<file path="src/rtl/fsm_seq_ctrl.sv">
// Sequencer for the 8-state x/y control FSM: clears it to S0, drives a latched
// x pattern one bit per clock, and logs the Mealy y response and final state.
module fsm_seq_ctrl #(
  parameter int LEN = 8,
  parameter int CW  = $clog2(LEN + 1)
) (
  input  logic           clk,
  input  logic           reset,
  input  logic           start,
  input  logic           abort,
  input  logic [LEN-1:0] pat,
  input  logic [CW-1:0]  len,
  input  logic [2:0]     target,
  input  logic           y_in,
  input  logic [2:0]     state_in,
  output logic           x_out,
  output logic           fsm_clr,
  output logic           busy,
  output logic           done,
  output logic           err,
  output logic [LEN-1:0] y_log,
  output logic [CW-1:0]  hit_cnt,
  output logic [2:0]     final_state,
  output logic           match
);

  localparam logic [1:0] IDLE  = 2'd0;
  localparam logic [1:0] CLEAR = 2'd1;
  localparam logic [1:0] RUN   = 2'd2;
  localparam logic [1:0] DONE  = 2'd3;

  localparam int IW = (LEN > 1) ? $clog2(LEN) : 1;

  localparam logic [CW-1:0] LEN_C   = CW'(LEN);
  localparam logic [CW-1:0] ONE_C   = CW'(1);
  localparam logic [IW-1:0] IDX_ONE = IW'(1);

  logic [1:0]     seqState;
  logic [1:0]     seqNext;
  logic [IW-1:0]  stepIdx;
  logic [LEN-1:0] patLat;
  logic [CW-1:0]  lenLat;
  logic [2:0]     targetLat;

  logic lenOk;
  logic accept;
  logic lastStep;

  assign lenOk    = (len != '0) && (len <= LEN_C);
  assign accept   = (seqState == IDLE) && start && lenOk;
  assign lastStep = ((CW'(stepIdx) + ONE_C) == lenLat);

  // Control outputs are pure state decodes so an async reset clears them at once.
  assign busy    = (seqState != IDLE);
  assign fsm_clr = (seqState == CLEAR);
  assign done    = (seqState == DONE);
  assign x_out   = (seqState == RUN) ? patLat[stepIdx] : 1'b0;

  always_comb begin
    seqNext = seqState;
    case (seqState)
      IDLE:    if (accept) seqNext = CLEAR;
      CLEAR:   seqNext = abort ? IDLE : RUN;
      RUN: begin
        if (abort)         seqNext = IDLE;
        else if (lastStep) seqNext = DONE;
      end
      DONE:    seqNext = IDLE;
      default: seqNext = IDLE;
    endcase
  end

  always_ff @(posedge clk or negedge reset) begin
    if (!reset) begin
      seqState    <= IDLE;
      stepIdx     <= '0;
      err         <= 1'b0;
      y_log       <= '0;
      hit_cnt     <= '0;
      final_state <= 3'd0;
      match       <= 1'b0;
    end else begin
      seqState <= seqNext;
      err      <= (seqState == IDLE) && start && !lenOk;
      case (seqState)
        IDLE: begin
          if (accept) begin
            y_log   <= '0;
            hit_cnt <= '0;
            match   <= 1'b0;
          end
        end
        CLEAR: begin
          stepIdx <= '0;
          if (abort) match <= 1'b0;
        end
        RUN: begin
          // The step being aborted is still logged; y_in is valid for it.
          y_log[stepIdx] <= y_in;
          hit_cnt        <= hit_cnt + CW'(y_in);
          if (abort)          match   <= 1'b0;
          else if (!lastStep) stepIdx <= stepIdx + IDX_ONE;
        end
        DONE: begin
          final_state <= state_in;
          match       <= (state_in == targetLat);
        end
        default: ;
      endcase
    end
  end

  // Run parameters are pure data, captured only when a run is accepted.
  always_ff @(posedge clk) begin
    if (accept) begin
      patLat    <= pat;
      lenLat    <= len;
      targetLat <= target;
    end
  end

endmodule

</file>
<file path="config.mk">
export PLATFORM = sky130hd
export DESIGN_NAME = fsm_seq_ctrl
export DESIGN_NICKNAME = d
export VERILOG_FILES = /design/src/rtl/fsm_seq_ctrl.sv
export SDC_FILE = /design/constraint.sdc
export NUM_CORES = 1
export LEC_CHECK = 0
export CAP_MARGIN = 5
export CORE_MARGIN = 2
export CORE_UTILIZATION = 52
export CTS_BUF_LIST = sky130_fd_sc_hd__clkbuf_8
export DETAILED_ROUTE_END_ITERATION = 10
export PLACE_DENSITY_LB_ADDON = 0.05
export REMOVE_ABC_BUFFERS = 1
export SETUP_SLACK_MARGIN = 0.5
export SLEW_MARGIN = 25
export SYNTH_ARGS = -nofsm -noshare
export SYNTH_HDL_FRONTEND = slang
export SYNTH_SLANG_ARGS = --single-unit
export TNS_END_PERCENT = 1
</file>
<file path="constraint.sdc">
create_clock -name clk -period 2.5 [get_ports clk]
set_clock_uncertainty 0.05 [all_clocks]
set_input_delay 0.625 -clock clk [delete_from_list [all_inputs] [get_ports clk]]
set_output_delay 0.625 -clock clk [all_outputs]
set_load 0.02 [all_outputs]
</file>
# [Word level (Yosys, flattened, before mapping)]
# Index checks and enable logic that the tools add are counted.
[totals] register_bits=37 inputBits=23 out_inout_bits=21 word_cells=63
[op_classes] add_sub_neg=3 magnitude_cmp=3 n_eq_ne=10 n_mux=21 reduce_logical=16
[ops] op="8-bit case mux with 2 select lines" count=1
[ops] op="8-bit bitwise mux" count=1
[ops] op="2-bit two-way mux" count=4
[ops] op="8-bit two-way mux" count=1
[ops] op="2-bit case mux with 4 select lines" count=1
[ops] op="4-bit case mux with 2 select lines" count=1
[ops] op="3-bit two-way mux" count=2
[ops] op="2-bit != test, second input constant" count=3
[ops] op="3-bit case mux with 2 select lines" count=1
[ops] op="2-bit AND reduction" count=3
[ops] op="2-bit nonzero test" count=3
[ops] op="1-bit logical AND" count=5
[ops] op="1-bit two-way mux" count=5
[ops] op="3-bit by 1-bit adder with 4-bit output, second input constant" count=1
[ops] op="4-bit by 1-bit adder with 4-bit output" count=1
[ops] op="2-bit == test, second input constant" count=2
[ops] op="4-bit == test" count=1
[ops] op="4-bit <= comparator, second input constant" count=1
[ops] op="3-bit by 4-bit less-than comparator with 1-bit output, second input constant" count=1
[ops] op="4-bit two-way mux" count=1
[ops] op="4-bit nonzero test" count=1
[ops] op="3-bit by 1-bit adder with 3-bit output, second input constant" count=1
[ops] op="1-bit binary-select mux with 3-bit select" count=1
[ops] op="1-bit demux with 3-bit select" count=1
[ops] op="10 further kinds" count=10

# [Longest topological paths before layout]
[logic_depth] depth_word=6 mapped_depth=7 depth_no_buf=6

# [Least setup slack after synthesis]
# Ideal clock, no wire load.
[synth_timing] path_kind="input-to-reg" startpoint="input port len[3]" endpoint="register hit_cnt[0]" setup_time_ps=122 arrival_ps=2016 required_ps=2328 setup_slack_ps=312 cell_stages=5 path_buffers=1 path_cell_list="or4_4 > buf_6 > and3_2 > nand2b_1 > a32o_1"
[synth_via] elab_chain_cells=5 elab_cells_between_ends=6 cone_classes="order compare: 1; eq/ne: 1; reduce/logical: 4"
[synth_lines] element="start: declaration" line_no="12" rtl="input logic [CW-1:0] len,"
[synth_lines] element="4-bit <= comparator or 4-bit nonzero test (tied branches)" line_no="49" rtl="assign lenOk = (len != '0) && (len <= LEN_C);"
[synth_lines] element="1-bit logical AND (*)" line_no="49"
[synth_lines] element="1-bit logical AND (*)" line_no="50" rtl="assign accept = (seqState == IDLE) && start && lenOk;"
[synth_lines] element="net accept" line_no="46" rtl="logic accept;"
[synth_lines] element="2-bit != test (no line) (*)"
[synth_lines] element="2-bit AND reduction (no line) (*)"
[synth_lines] element="end signal: assignment" line_no="100" rtl="hit_cnt <= hit_cnt + CW'(y_in);"
[synth_lines] element="end: declaration" line_no="22" rtl="output logic [CW-1:0] hit_cnt,"
# Mark *: on every way through the listed nets, which the timed path passes. The rest lies on a longest branch.
# A chain may end at the register's enable or synchronous reset.

# [Worst setup path after layout]
[layout_timing] startpoint="input port start" endpoint="register hit_cnt[3]"
[layout_via] elab_chain_cells=4
[layout_lines] element="start: declaration" line_no="9" rtl="input logic start,"
[layout_lines] element="1-bit logical AND (2 in a row)" line_no="50"
[layout_lines] element="2-bit != test (no line)"
[layout_lines] element="2-bit AND reduction (no line)"
# Every way passes these cells.

==> flow_metrics.tcl <==
set metrics [dict create \
    crit_path_end_kind "flip-flop" \
    syn-cell-area_mm2 0.00191 \
    worstReg2RegStart "seqState[1]" \
    dieArea_mm2 0.00418 \
    synth-compound-area-share 0.143 \
    grt_first_pass_wirelength_um 6710 \
    track_usage 0.213 \
    ys_seq_area_frac 0.523 \
    rr_worst_depth 8 \
    drtAntennaViolNets 0 \
    synth_edf_count 15 \
    core.rowCount 22 \
    synth_top_family_by_area "compound AO/OA/AOI/OAI gates" \
    grt_pass1_vias 1470 \
    dr_total_vias 1473 \
    hold_depth 1 \
    viasPerCell 5.54 \
    drc 0 \
    slew_viol_final 0 \
    die_height_um 64.7 \
    synth-simple-area-share 0.129 \
    drive_gt1_frac 0.243 \
    cts_tree "built" \
    fin_nets 248 \
    worstPathMaxFanout 5 \
    postCtsHoldBufs 0 \
    grt_max_degree 23 \
    firstDrtPassIters 4 \
    cellLeakagePower_nw 1.07 \
    crit_required_ns 2.66 \
    start_util 0.531 \
    cts.sink_count 37 \
    synth_cell_types 50 \
    antenna_found_initial 0 \
    critPathMaxStageDelay_ns 0.51 \
    portBuffers 43 \
    drtIter0Drc 90 \
    fill_cells 244 \
    postSynthCellCount 153 \
    period_share 0.855 \
    arrival_ns 2.30 \
    ir_worst_vdd_uv 506 \
    die_w_um 64.7 \
    wl_um 3950 \
    cpLargestDelayFamily "buffers and inverters" \
    register_area_mm2 0.00100 \
    fp.coreArea_mm2 0.00361 \
    synthArstFlopShare 0.595 \
    worstSkewPairLatency_ns 0.28 \
    ys_top_cells_by_area "dfrtp_1, edfxtp_1, ha_1, mux2i_1, nand2_1" \
    worst_path_max_delay_cell "clkdlybuf4s50_1" \
    diodes 0 \
    post_drt_wl_per_cell_um 14.8 \
    synthMuxAreaShare 0.0654 \
    grt-ovfl-total 0 \
    power_density_mw_per_mm2 862 \
    worstReg2RegEnd "hit_cnt[3]" \
    cp-start-kind "primary input" \
    status "completed" \
    cts_root_buf "clkbuf_8" \
    critPathKind "in2reg" \
    yosys_most_used_dff "dfrtp_1" \
    gp_congestion 0.921 \
    synthAdderAreaFrac 0.0523 \
    yosys_warnings 0 \
    htree_levels 2 \
    synth.avg_cell_area_um2 12.5 \
    clockBufferDepth 2 \
    setup_ws_ns 0.363 \
    r2r_slack_ns 0.43 \
    synth_xor_area_frac 0.0353 \
    crit_buf_inv 3 \
    maxCapViolCount 0 \
    place_ws_ns -0.0937 \
    crit_chain "clkdlybuf4s50_1 -> and2_4 -> a32oi_4 -> buf_12 -> buf_16 -> or3_2 -> a21boi_1" \
    fmax_ghz 0.468 \
    synth_top_area_share 0.288 \
    fin_crit_ns 2.14 \
    worst_hold_slack_ns 0.457 \
    worstMarginPinSlew_ns 0.441 \
    cts_buffers 5 \
    crit_start "start" \
    setup_viol 0 \
    holdPathEnd "final_state[1]" \
    multi_input_area_um2 858 \
    slew_headroom 0.706 \
    worstHoldStart "final_state[1]" \
    rsz0062_at_grt "true" \
    synth_top_cell_by_area "dfrtp_1" \
    hold_viol_final 0 \
    hold_class "reg2reg" \
    syn_to_final_growth_pct 42.0 \
    ios 44 \
    clk_pin_slew_worst_paths_ns 0.07 \
    synth_seq_cells 37 \
    place_hpwl_um 2780 \
]
## layout make-up
| cell class | instances | area share |
|---|---|---|
| clock inverter | 3 | 0.0156 |
| sequential | 37 | 0.369 |
| inverter | 6 | 0.00828 |
| tap | 48 | 0.0221 |
| clock buffer | 5 | 0.0253 |
| timing repair buffer | 65 | 0.244 |
| multi-input combinational | 102 | 0.316 |
## layer usage
metal / track usage / up-vias / wire, µm
met3: 0.0434 / 6 / 184
met2: 0.392 / 42 / 2190
met5: 0 / - / 0
li1: - / 703 / -
met4: 0.0851 / 0 / 53
met1: 0.241 / 722 / 1520
## sequential cells by signal, indices dropped and copies added (netlist names)
name         count
err              1
final_state      3
hit_cnt          4
lenLat           4
match            1
patLat           8
seqState         2
stepIdx          3
targetLat        3
y_log            8
## cells in the mapped netlist (2+ instances only)
cell	n
nand3_1	4
nand2_1	11
a31oi_1	2
a21oi_1	4
ha_1	8
nor4b_1	2
a21boi_0	3
or3_2	2
mux2_2	3
inv_1	6
nor2b_1	2
a32o_1	2
clkbuf_8	2
xnor2_1	4
mux2i_1	8
o211ai_1	4
o31ai_1	4
nand4_1	2
nand2b_1	4
nand3b_1	2
edfxtp_1	15
nor2_1	4
o21ai_0	6
buf_4	2
dfrtp_1	22
## metrics by stage
stage | area (µm²) | utilization | TNS (ns) | total power [mW] | std cells
after floorplan | 1840 | - | 0 | 1.29 | 145
final | 2720 | 0.754 | 0 | 2.34 | 266
after CTS | 2660 | 0.737 | 0 | 2.31 | 264
after detailed placement | 2420 | 0.672 | -0.488 | 1.66 | 247
after global routing | 2720 | 0.754 | 0 | 2.48 | 266
after global placement | 2420 | 0.672 | -0.00119 | 1.62 | 247
## worst max path at each step
stage	to	slack, ns	depth (start not counted)
after floorplan	x_out	0.32	4
after global placement	seqState[1]	-0.001	6
after detailed placement	seqState[1]	-0.09	6
after CTS	x_out	0.38	5
after global routing	x_out	0.30	5
final	hit_cnt[3]	0.36	7
## what timing repair did
action | CTS | global route
setup endpoints to repair | 36 | 37
resized for setup | 27 | 12
cloned | 2 | 0
endpoints found under the hold margin | 0 | 0
pin swaps | 4 | 3
buffers inserted | 7 | 2
## kinds of logic (layout without fill, tap and decap cells)
group,after synthesis,after routing
simple gates,42,42
flops,37,37
compound gates,34,34
buf+inv,14,79
mux,12,12
fa+ha+maj,8,8
xor+xnor,6,6
## layout by cell type (no fill, tap or decap), drive strengths merged, types with 5 or more instances in the layout
| cell | n |
|---|---|
| inv | 7 |
| mux2i | 8 |
| buf | 23 |
| clkbuf | 5 |
| dfrtp | 22 |
| clkdlybuf4s50 | 35 |
| dlygate4sd2 | 6 |
| nand2 | 11 |
| o21ai | 6 |
| ha | 8 |
| o31ai | 5 |
| edfxtp | 15 |
## worst register-to-register path, cell delays in order, from the launching register on
cell and delay [ns]:
dfrtp_1 0.43, inv_1 0.14, ha_2 0.23, and2_4 0.17, a32oi_4 0.13, buf_12 0.16, buf_16 0.12, or3_2 0.44
a21boi_1 0.14
## where the power goes
group | internal [mW] | leakage (nW) | total, mW | switching [mW]
registers | 0.737 | 0.432 | 0.803 | 0.0663
clock network | 0.295 | 0.0595 | 0.502 | 0.207
logic | 0.527 | 0.580 | 1.04 | 0.510
Power figures use the tool's default switching activity.
